### src/rtl/context_restore_sequencer_if.sv
// rtl/context_restore_sequencer_if.sv - restore request and register-file write port bundle
interface context_restore_sequencer_if #(
   parameter int DATA_WIDTH = 16,
   parameter int ADDR_WIDTH = 4
);
   logic                  start;
   logic [3:0]            mask;
   logic [DATA_WIDTH-1:0] saved_mary;
   logic [DATA_WIDTH-1:0] saved_shelley;
   logic [DATA_WIDTH-1:0] saved_comp;
   logic [DATA_WIDTH-1:0] saved_ra;
   logic                  wr_ready;
   logic                  wr_en;
   logic [ADDR_WIDTH-1:0] wr_addr;
   logic [DATA_WIDTH-1:0] wr_data;
   logic                  busy;
   logic                  done;

   modport master (
      input  start, mask, saved_mary, saved_shelley, saved_comp, saved_ra, wr_ready,
      output wr_en, wr_addr, wr_data, busy, done
   );

   modport slave (
      output start, mask, saved_mary, saved_shelley, saved_comp, saved_ra, wr_ready,
      input  wr_en, wr_addr, wr_data, busy, done
   );
endinterface

### src/rtl/context_restore_sequencer.sv
// rtl/context_restore_sequencer.sv - writes shadowed mary/shelley/comp/ra back to the register file
// Snapshot on start, one write per selected register, then a single done pulse.
module context_restore_sequencer #(
   parameter int                  DATA_WIDTH   = 16,
   parameter int                  ADDR_WIDTH   = 4,
   parameter logic [ADDR_WIDTH-1:0] MARY_ADDR    = 4'd1,
   parameter logic [ADDR_WIDTH-1:0] SHELLEY_ADDR = 4'd2,
   parameter logic [ADDR_WIDTH-1:0] COMP_ADDR    = 4'd3,
   parameter logic [ADDR_WIDTH-1:0] RA_ADDR      = 4'd15
) (
   input logic                          clock,
   input logic                          reset,
   context_restore_sequencer_if.master  bus
);
   typedef enum logic [2:0] {
      IDLE      = 3'd0,
      W_MARY    = 3'd1,
      W_SHELLEY = 3'd2,
      W_COMP    = 3'd3,
      W_RA      = 3'd4,
      DONE      = 3'd5
   } state_t;

   state_t                state_q, state_d;
   logic [3:0]            mask_q, mask_d;
   logic [DATA_WIDTH-1:0] mary_q, mary_d;
   logic [DATA_WIDTH-1:0] shelley_q, shelley_d;
   logic [DATA_WIDTH-1:0] comp_q, comp_d;
   logic [DATA_WIDTH-1:0] ra_q, ra_d;

   // First selected write slot at or after position 'from' (0=mary .. 3=ra).
   function automatic state_t next_sel(input logic [3:0] m, input logic [2:0] from);
      if (m[0] && from == 3'd0)
         return W_MARY;
      else if (m[1] && from <= 3'd1)
         return W_SHELLEY;
      else if (m[2] && from <= 3'd2)
         return W_COMP;
      else if (m[3] && from <= 3'd3)
         return W_RA;
      else
         return DONE;
   endfunction

   always_ff @(posedge clock or negedge reset) begin
      if (!reset) begin
         state_q   <= IDLE;
         mask_q    <= '0;
         mary_q    <= '0;
         shelley_q <= '0;
         comp_q    <= '0;
         ra_q      <= '0;
      end else begin
         state_q   <= state_d;
         mask_q    <= mask_d;
         mary_q    <= mary_d;
         shelley_q <= shelley_d;
         comp_q    <= comp_d;
         ra_q      <= ra_d;
      end
   end

   always_comb begin
      state_d   = state_q;
      mask_d    = mask_q;
      mary_d    = mary_q;
      shelley_d = shelley_q;
      comp_d    = comp_q;
      ra_d      = ra_q;
      case (state_q)
         IDLE: begin
            if (bus.start) begin
               mask_d    = bus.mask;
               mary_d    = bus.saved_mary;
               shelley_d = bus.saved_shelley;
               comp_d    = bus.saved_comp;
               ra_d      = bus.saved_ra;
               state_d   = next_sel(bus.mask, 3'd0);
            end
         end
         W_MARY:    if (bus.wr_ready) state_d = next_sel(mask_q, 3'd1);
         W_SHELLEY: if (bus.wr_ready) state_d = next_sel(mask_q, 3'd2);
         W_COMP:    if (bus.wr_ready) state_d = next_sel(mask_q, 3'd3);
         W_RA:      if (bus.wr_ready) state_d = DONE;
         DONE:      state_d = IDLE;
         default:   state_d = IDLE;
      endcase
   end

   // Outputs depend on registered state only, so reset clears them without a clock.
   always_comb begin
      bus.wr_en   = 1'b0;
      bus.wr_addr = '0;
      bus.wr_data = '0;
      bus.busy    = (state_q != IDLE);
      bus.done    = (state_q == DONE);
      case (state_q)
         W_MARY: begin
            bus.wr_en   = 1'b1;
            bus.wr_addr = MARY_ADDR;
            bus.wr_data = mary_q;
         end
         W_SHELLEY: begin
            bus.wr_en   = 1'b1;
            bus.wr_addr = SHELLEY_ADDR;
            bus.wr_data = shelley_q;
         end
         W_COMP: begin
            bus.wr_en   = 1'b1;
            bus.wr_addr = COMP_ADDR;
            bus.wr_data = comp_q;
         end
         W_RA: begin
            bus.wr_en   = 1'b1;
            bus.wr_addr = RA_ADDR;
            bus.wr_data = ra_q;
         end
         default: ;
      endcase
   end
endmodule
### src/flat_wrapper.sv
// flat-port wrapper written by rule: the top's interface ports become plain ports
module context_restore_sequencer_flat 
#(
   parameter int                  DATA_WIDTH   = 16,
   parameter int                  ADDR_WIDTH   = 4,
   parameter logic [ADDR_WIDTH-1:0] MARY_ADDR    = 4'd1,
   parameter logic [ADDR_WIDTH-1:0] SHELLEY_ADDR = 4'd2,
   parameter logic [ADDR_WIDTH-1:0] COMP_ADDR    = 4'd3,
   parameter logic [ADDR_WIDTH-1:0] RA_ADDR      = 4'd15
)
  (clock, reset, bus_start, bus_mask, bus_saved_mary, bus_saved_shelley, bus_saved_comp, bus_saved_ra, bus_wr_ready, bus_wr_en, bus_wr_addr, bus_wr_data, bus_busy, bus_done);
  context_restore_sequencer_if #(.DATA_WIDTH(DATA_WIDTH), .ADDR_WIDTH(ADDR_WIDTH)) bus_i ();
  input logic clock;
  input logic reset;
  input wire logic [$bits(bus_i.start)-1:0] bus_start;
  input wire logic [$bits(bus_i.mask)-1:0] bus_mask;
  input wire logic [$bits(bus_i.saved_mary)-1:0] bus_saved_mary;
  input wire logic [$bits(bus_i.saved_shelley)-1:0] bus_saved_shelley;
  input wire logic [$bits(bus_i.saved_comp)-1:0] bus_saved_comp;
  input wire logic [$bits(bus_i.saved_ra)-1:0] bus_saved_ra;
  input wire logic [$bits(bus_i.wr_ready)-1:0] bus_wr_ready;
  output wire logic [$bits(bus_i.wr_en)-1:0] bus_wr_en;
  output wire logic [$bits(bus_i.wr_addr)-1:0] bus_wr_addr;
  output wire logic [$bits(bus_i.wr_data)-1:0] bus_wr_data;
  output wire logic [$bits(bus_i.busy)-1:0] bus_busy;
  output wire logic [$bits(bus_i.done)-1:0] bus_done;
  assign bus_i.start = bus_start;
  assign bus_i.mask = bus_mask;
  assign bus_i.saved_mary = bus_saved_mary;
  assign bus_i.saved_shelley = bus_saved_shelley;
  assign bus_i.saved_comp = bus_saved_comp;
  assign bus_i.saved_ra = bus_saved_ra;
  assign bus_i.wr_ready = bus_wr_ready;
  assign bus_wr_en = bus_i.wr_en;
  assign bus_wr_addr = bus_i.wr_addr;
  assign bus_wr_data = bus_i.wr_data;
  assign bus_busy = bus_i.busy;
  assign bus_done = bus_i.done;
  context_restore_sequencer #(.DATA_WIDTH(DATA_WIDTH), .ADDR_WIDTH(ADDR_WIDTH), .MARY_ADDR(MARY_ADDR), .SHELLEY_ADDR(SHELLEY_ADDR), .COMP_ADDR(COMP_ADDR), .RA_ADDR(RA_ADDR)) u_core (.clock(clock), .reset(reset), .bus(bus_i));
endmodule
### config.mk
export PLATFORM = sky130hd
export DESIGN_NAME = context_restore_sequencer_flat
export DESIGN_NICKNAME = d
export VERILOG_FILES = /design/src/rtl/context_restore_sequencer_if.sv /design/src/rtl/context_restore_sequencer.sv /design/src/flat_wrapper.sv
export SDC_FILE = /design/constraint.sdc
export NUM_CORES = 1
export LEC_CHECK = 0
export BUFFER_PORTS_ARGS = -buffer_cell sky130_fd_sc_hd__buf_2
export CAP_MARGIN = 20
export CORE_AREA = 2 2 83 85
export CTS_BUF_LIST = sky130_fd_sc_hd__clkbuf_2
export CTS_CLUSTER_DIAMETER = 80
export CTS_CLUSTER_SIZE = 12
export DETAILED_ROUTE_END_ITERATION = 12
export DIE_AREA = 0 0 85 87
export HOLD_SLACK_MARGIN = 0.08
export PLACE_DENSITY = 0.82
export SLEW_MARGIN = 10
export SYNTH_ARGS = -nofsm -noshare
export SYNTH_HDL_FRONTEND = slang
export SYNTH_SLANG_ARGS = --single-unit
### constraint.sdc
create_clock -name clock -period 1.9 [get_ports clock]
set_input_delay 0.095 -clock clock [delete_from_list [all_inputs] [get_ports clock]]
set_output_delay 0.095 -clock clock [all_outputs]
set_load 0.005 [all_outputs]
After elaboration in Yosys (flattened, before gate mapping) --
Cells that the tools add are included. W data, S select, Z words.
Word-level totals: output and inout port bits 23, input bits 72, memories kept 0, bits in latches 0, memory bits (read-only) 0, register bits 71, RAM bits 0, word-level logic and storage cells 37
Operators by class: multiplexer cells 16, reduce and logical (&&, ||, !) cells 5, equal/unequal tests 10, magnitude comparators 0, $mul 0, div/mod/pow operators 0, add/subtract/negate cells 0, shift-type cells 0, bitwise logic cells 0
Operators with widths (number):
- $pmux W16 S4 | 1
- $mux W3 | 10
- $pmux W4 S4 | 1
- $pmux W3 S5 | 1
- $ne A2 B2 Y1 const B | 5
- $eq A3 B2 Y1 const B | 2
- $eq A3 B3 Y1 const B | 2
- $reduce_and A5 Y1 | 1
- $reduce_or A4 Y1 | 1
- $eq A3 B1 Y1 const B | 1
- $logic_not A3 Y1 | 1
- $mux W1 | 3
- $reduce_bool A3 Y1 | 1
- $reduce_and A2 Y1 | 1

Longest topological paths before layout --
depth after elaboration 6, depth in mapped cells 7, mapped depth without buffers 4

Least setup slack after synthesis --
No wires, ideal clock.
path type register -> register, from register u_core.state_q[1], to register u_core.comp_q[10], slack 0.356 ns, library setup time 0.125 ns, stages on the path, launching flop included 8, period minus slack after synthesis 1.544 ns, path buffers 3, arrival 1.419 ns, required time 1.775 ns, cells stage by stage dfrtp_1 -> buf_2 -> nor2_4 -> nand2_2 -> nor2_4 -> buf_6 -> buf_12 -> mux2_4
Between the ends: word-level cells in the longest chain between the ends 2
Ends and longest elaborated chain:
- start, declared | line context_restore_sequencer.sv:24 | state_t state_q, state_d;
- start signal, assigned | line context_restore_sequencer.sv:54 | state_q <= state_d;
- $logic_not A3 Y1 | line context_restore_sequencer.sv:70 | case (state_q)
- $reduce_and A2 Y1 (no source line)
- end signal, assigned | line context_restore_sequencer.sv:58 | comp_q <= comp_d;
- end, declared | line context_restore_sequencer.sv:28 | logic [DATA_WIDTH-1:0] comp_q, comp_d;
Every way passes these cells. A chain may end at the register's enable or synchronous reset.

Worst setup path after layout --
from register u_core.state_q[1], to output bus_wr_data[12]
Between the ends: word-level cells in the longest chain between the ends 2, elaborated cells between the ends (all ways) 5, classes of those cells eq/ne (4); mux (1)
Ends and longest elaborated chain:
- $eq A3 B3 Y1, or another cell as far along | line context_restore_sequencer.sv:97 | case (state_q)
- $pmux W16 S4 (*) | line context_restore_sequencer.sv:97
- end, declared | line flat_wrapper.sv:24 | output wire logic [$bits(bus_i.wr_data)-1:0] bus_wr_data;
Every way passes the cells marked *; elsewhere a longest branch is shown, timed or not.

==> flow_summary.json <==
{
  "fillers": 423,
  "finish.instance_area_um2": 5070,
  "via_count": 2744,
  "pre_cts_ws_ps": 276,
  "syn_to_final_growth_pct": 49.7,
  "io_buffer_count": 94,
  "htree_levels": 3,
  "ios": 95,
  "grt_pass1_vias": 3003,
  "setup_slack_ps": -56.7,
  "min_path_type": "input pin to flip-flop",
  "violations": "negative setup slack",
  "yosysWarnings": 0,
  "die_h_um": 87,
  "rsz0062_at_grt": "yes",
  "p_leak_nw": 2.30,
  "rows": 30,
  "synth.cell_area_um2": 3390,
  "diodes": 0,
  "r2r_start": "u_core.state_q[1]",
  "synth_area_leader_cell": "dfrtp_1",
  "synth.top_cell.area_share": 0.517,
  "hold_viol": 0,
  "synth_edf_count": 0,
  "final_core_util": 0.772,
  "start_kind": "flip-flop",
  "startpoint": "u_core.state_q[1]",
  "place_hpwl_um": 5360,
  "fin_crit_ps": 1960,
  "fin_worst_skew_ps": 13.5,
  "clock-sinks": 70,
  "critical_path_required_ps": 1800,
  "drt-total-wl_um": 9530,
  "ys_ff_latch": 70,
  "crit_type": "flip-flop to primary output",
  "cts-root-buf": "clkbuf_2",
  "die_w_um": 85,
  "cts_made_buffers": 9,
  "final.period_utilization": 1.03,
  "grt_max_degree": 71,
  "synth_ff_type": "dfrtp_1",
  "maxSlewViolCount": 0,
  "relSlewSlack": 0.754,
  "track_usage": 0.260,
  "drc_errors": 0,
  "total_power_w": 0.00764,
  "ys_top_cells_by_count": "70 x dfrtp_1, 38 x mux2_2, 30 x mux2_4",
  "core_area_um2": 6570,
  "critPathMaxFanout": 8,
  "drt-pass1-iter-count": 4,
  "whs_ps": 346,
  "placed_area_um2": 3920,
  "syn_area_per_cell_um2": 14.0,
  "outcome": "finished with violations",
  "grt_pass1_wl_um": 14700,
  "powerDensity_nw_per_um2": 1510,
  "path_clk_slew_ps": 190,
  "start_util": 0.516,
  "place_congestion": 0.895,
  "yosys-top-cells-area": "dfrtp_1 52%, mux2_4 13%, mux2_2 13%, mux2i_1 4.7%, a22oi_1 3.5%",
  "post_synth_inst_count": 242,
  "antenna_found_initial": 0,
  "setup_viol": 3,
  "min_from": "bus_saved_shelley[13]",
  "wl_per_cell_um": 18.9,
  "drt_first_iter_violations": 123,
  "ys_seq_area_frac": 0.517,
  "viasPerCell": 5.43,
  "tightestPinTransition_ps": 369,
  "die_area_um2": 7400,
  "final_antenna_net_count": 0,
  "synth_nets": 314,
  "arrival_ps": 1860,
  "max-cap-violations": 0,
  "nets": 492,
  "clock_latency_ps": 490,
  "final_layout_size_suffix_gt1_frac": 0.546,
  "cts_tree": "done",
  "critPathCaptureType": "primary output",
  "fmax_ghz": 0.511,
  "synth_cell_types": 29,
  "ys_async_sr_fraction": 1.00,
  "grt_overflow": 0,
  "peakVddDrop_mv": 0.948,
  "synth.most_common_cell": "dfrtp_1",
  "clock_path_buffers": 2
}
==> flip-flops by register name (all words and copies together) (netlist names) <==
signal and count:
u_core.comp_q 16, u_core.mary_q 16, u_core.mask_q 3, u_core.ra_q 16
u_core.shelley_q 16, u_core.state_q 3
==> routing by layer <==
metal  share of wire  vias to the layer above  track usage  routed length, um
li1                -                     1257            -                  -
met4           0.016                        0       0.0620                148
met2            0.53                      105        0.474               5050
met5               0                        -            0                  0
met3           0.057                       12       0.0758                544
met1            0.40                     1370        0.303               3790
==> cell type report <==
class / instances / area (um^2) / share of cell area
well taps: 80 / 100 / 0.0197
multi-input cells: 150 / 1650 / 0.326
clock inverters: 5 / 50.0 / 0.00986
inverters: 2 / 7.51 / 0.00148
flip-flops and latches: 70 / 1750 / 0.346
repair buffers: 187 / 1450 / 0.286
clock buffers: 11 / 55.1 / 0.0109
==> per-stage QoR <==
stage	TNS, ps	cells
2_1_floorplan	0	242
3_3_place_gp	0	408
3_5_place_dp	0	408
4_1_cts	-0.126	502
5_1_grt	-1840	505
6_report	-77.6	505
==> repair_timing <==
item	in CTS	in global routing
hold buffers	71	1
endpoints found under the hold margin	140	2
pin swaps	14	12
endpoints found under the setup margin	17	22
setup buffers	5	0
resized for setup	37	16
cloned	2	2
==> final timing paths <==
check                                            end  slack (ps)  cells after the start
worst max-delay path                 bus_wr_data[12]         -60                      6
worst min-delay path            u_core.shelley_q[13]         350                      3
worst max register to register     u_core.mary_q[15]          20                      6
worst min register to register     u_core.state_q[1]         530                      1
max in group asynchronous          u_core.state_q[0]         900                      4
min in group asynchronous            u_core.ra_q[15]         700                      4
==> critical path, stage by stage, from the launching register on <==
cell	delay (ps)
dfrtp_1	420
buf_6	130
nor2b_4	190
buf_8	160
a22oi_2	100
o22ai_1	190
buf_2	160
==> kinds of logic (layout without fill, tap and decap cells) <==
kind of cell,after synthesis,count (layout),synth area share
buffers and inverters,22,205,0.0487
AO/OA/AOI/OAI,45,45,0.0893
XOR/XNOR,1,1,0.00258
flip-flops,70,70,0.517
AND/OR/NAND/NOR,20,20,0.0362
multiplexers,84,84,0.306
==> report_power, final <==
part,internal [W],total (W),switching (W)
Clock,0.000304,0.000820,0.000516
Combinational,0.00233,0.00399,0.00167
Sequential,0.00225,0.00283,0.000575
==> cells in the final DEF (no fill, tap or decap), types with 3 or more instances in the layout <==
cell / netlist / final
mux2_2: 38 / 37
o22ai_2: 0 / 6
o21ai_0: 5 / 4
nor2_1: 6 / 5
buf_2: 9 / 94
dlygate4sd3_1: 0 / 72
clkbuf_2: 0 / 11
mux2_4: 30 / 31
buf_4: 4 / 11
buf_12: 3 / 4
a22oi_2: 0 / 14
mux2i_1: 16 / 10
dfrtp_1: 70 / 68
o22ai_1: 17 / 11
mux2i_2: 0 / 4
buf_6: 1 / 3
nor2_4: 2 / 3
Note: power is estimated with default switching activity, not from simulation.
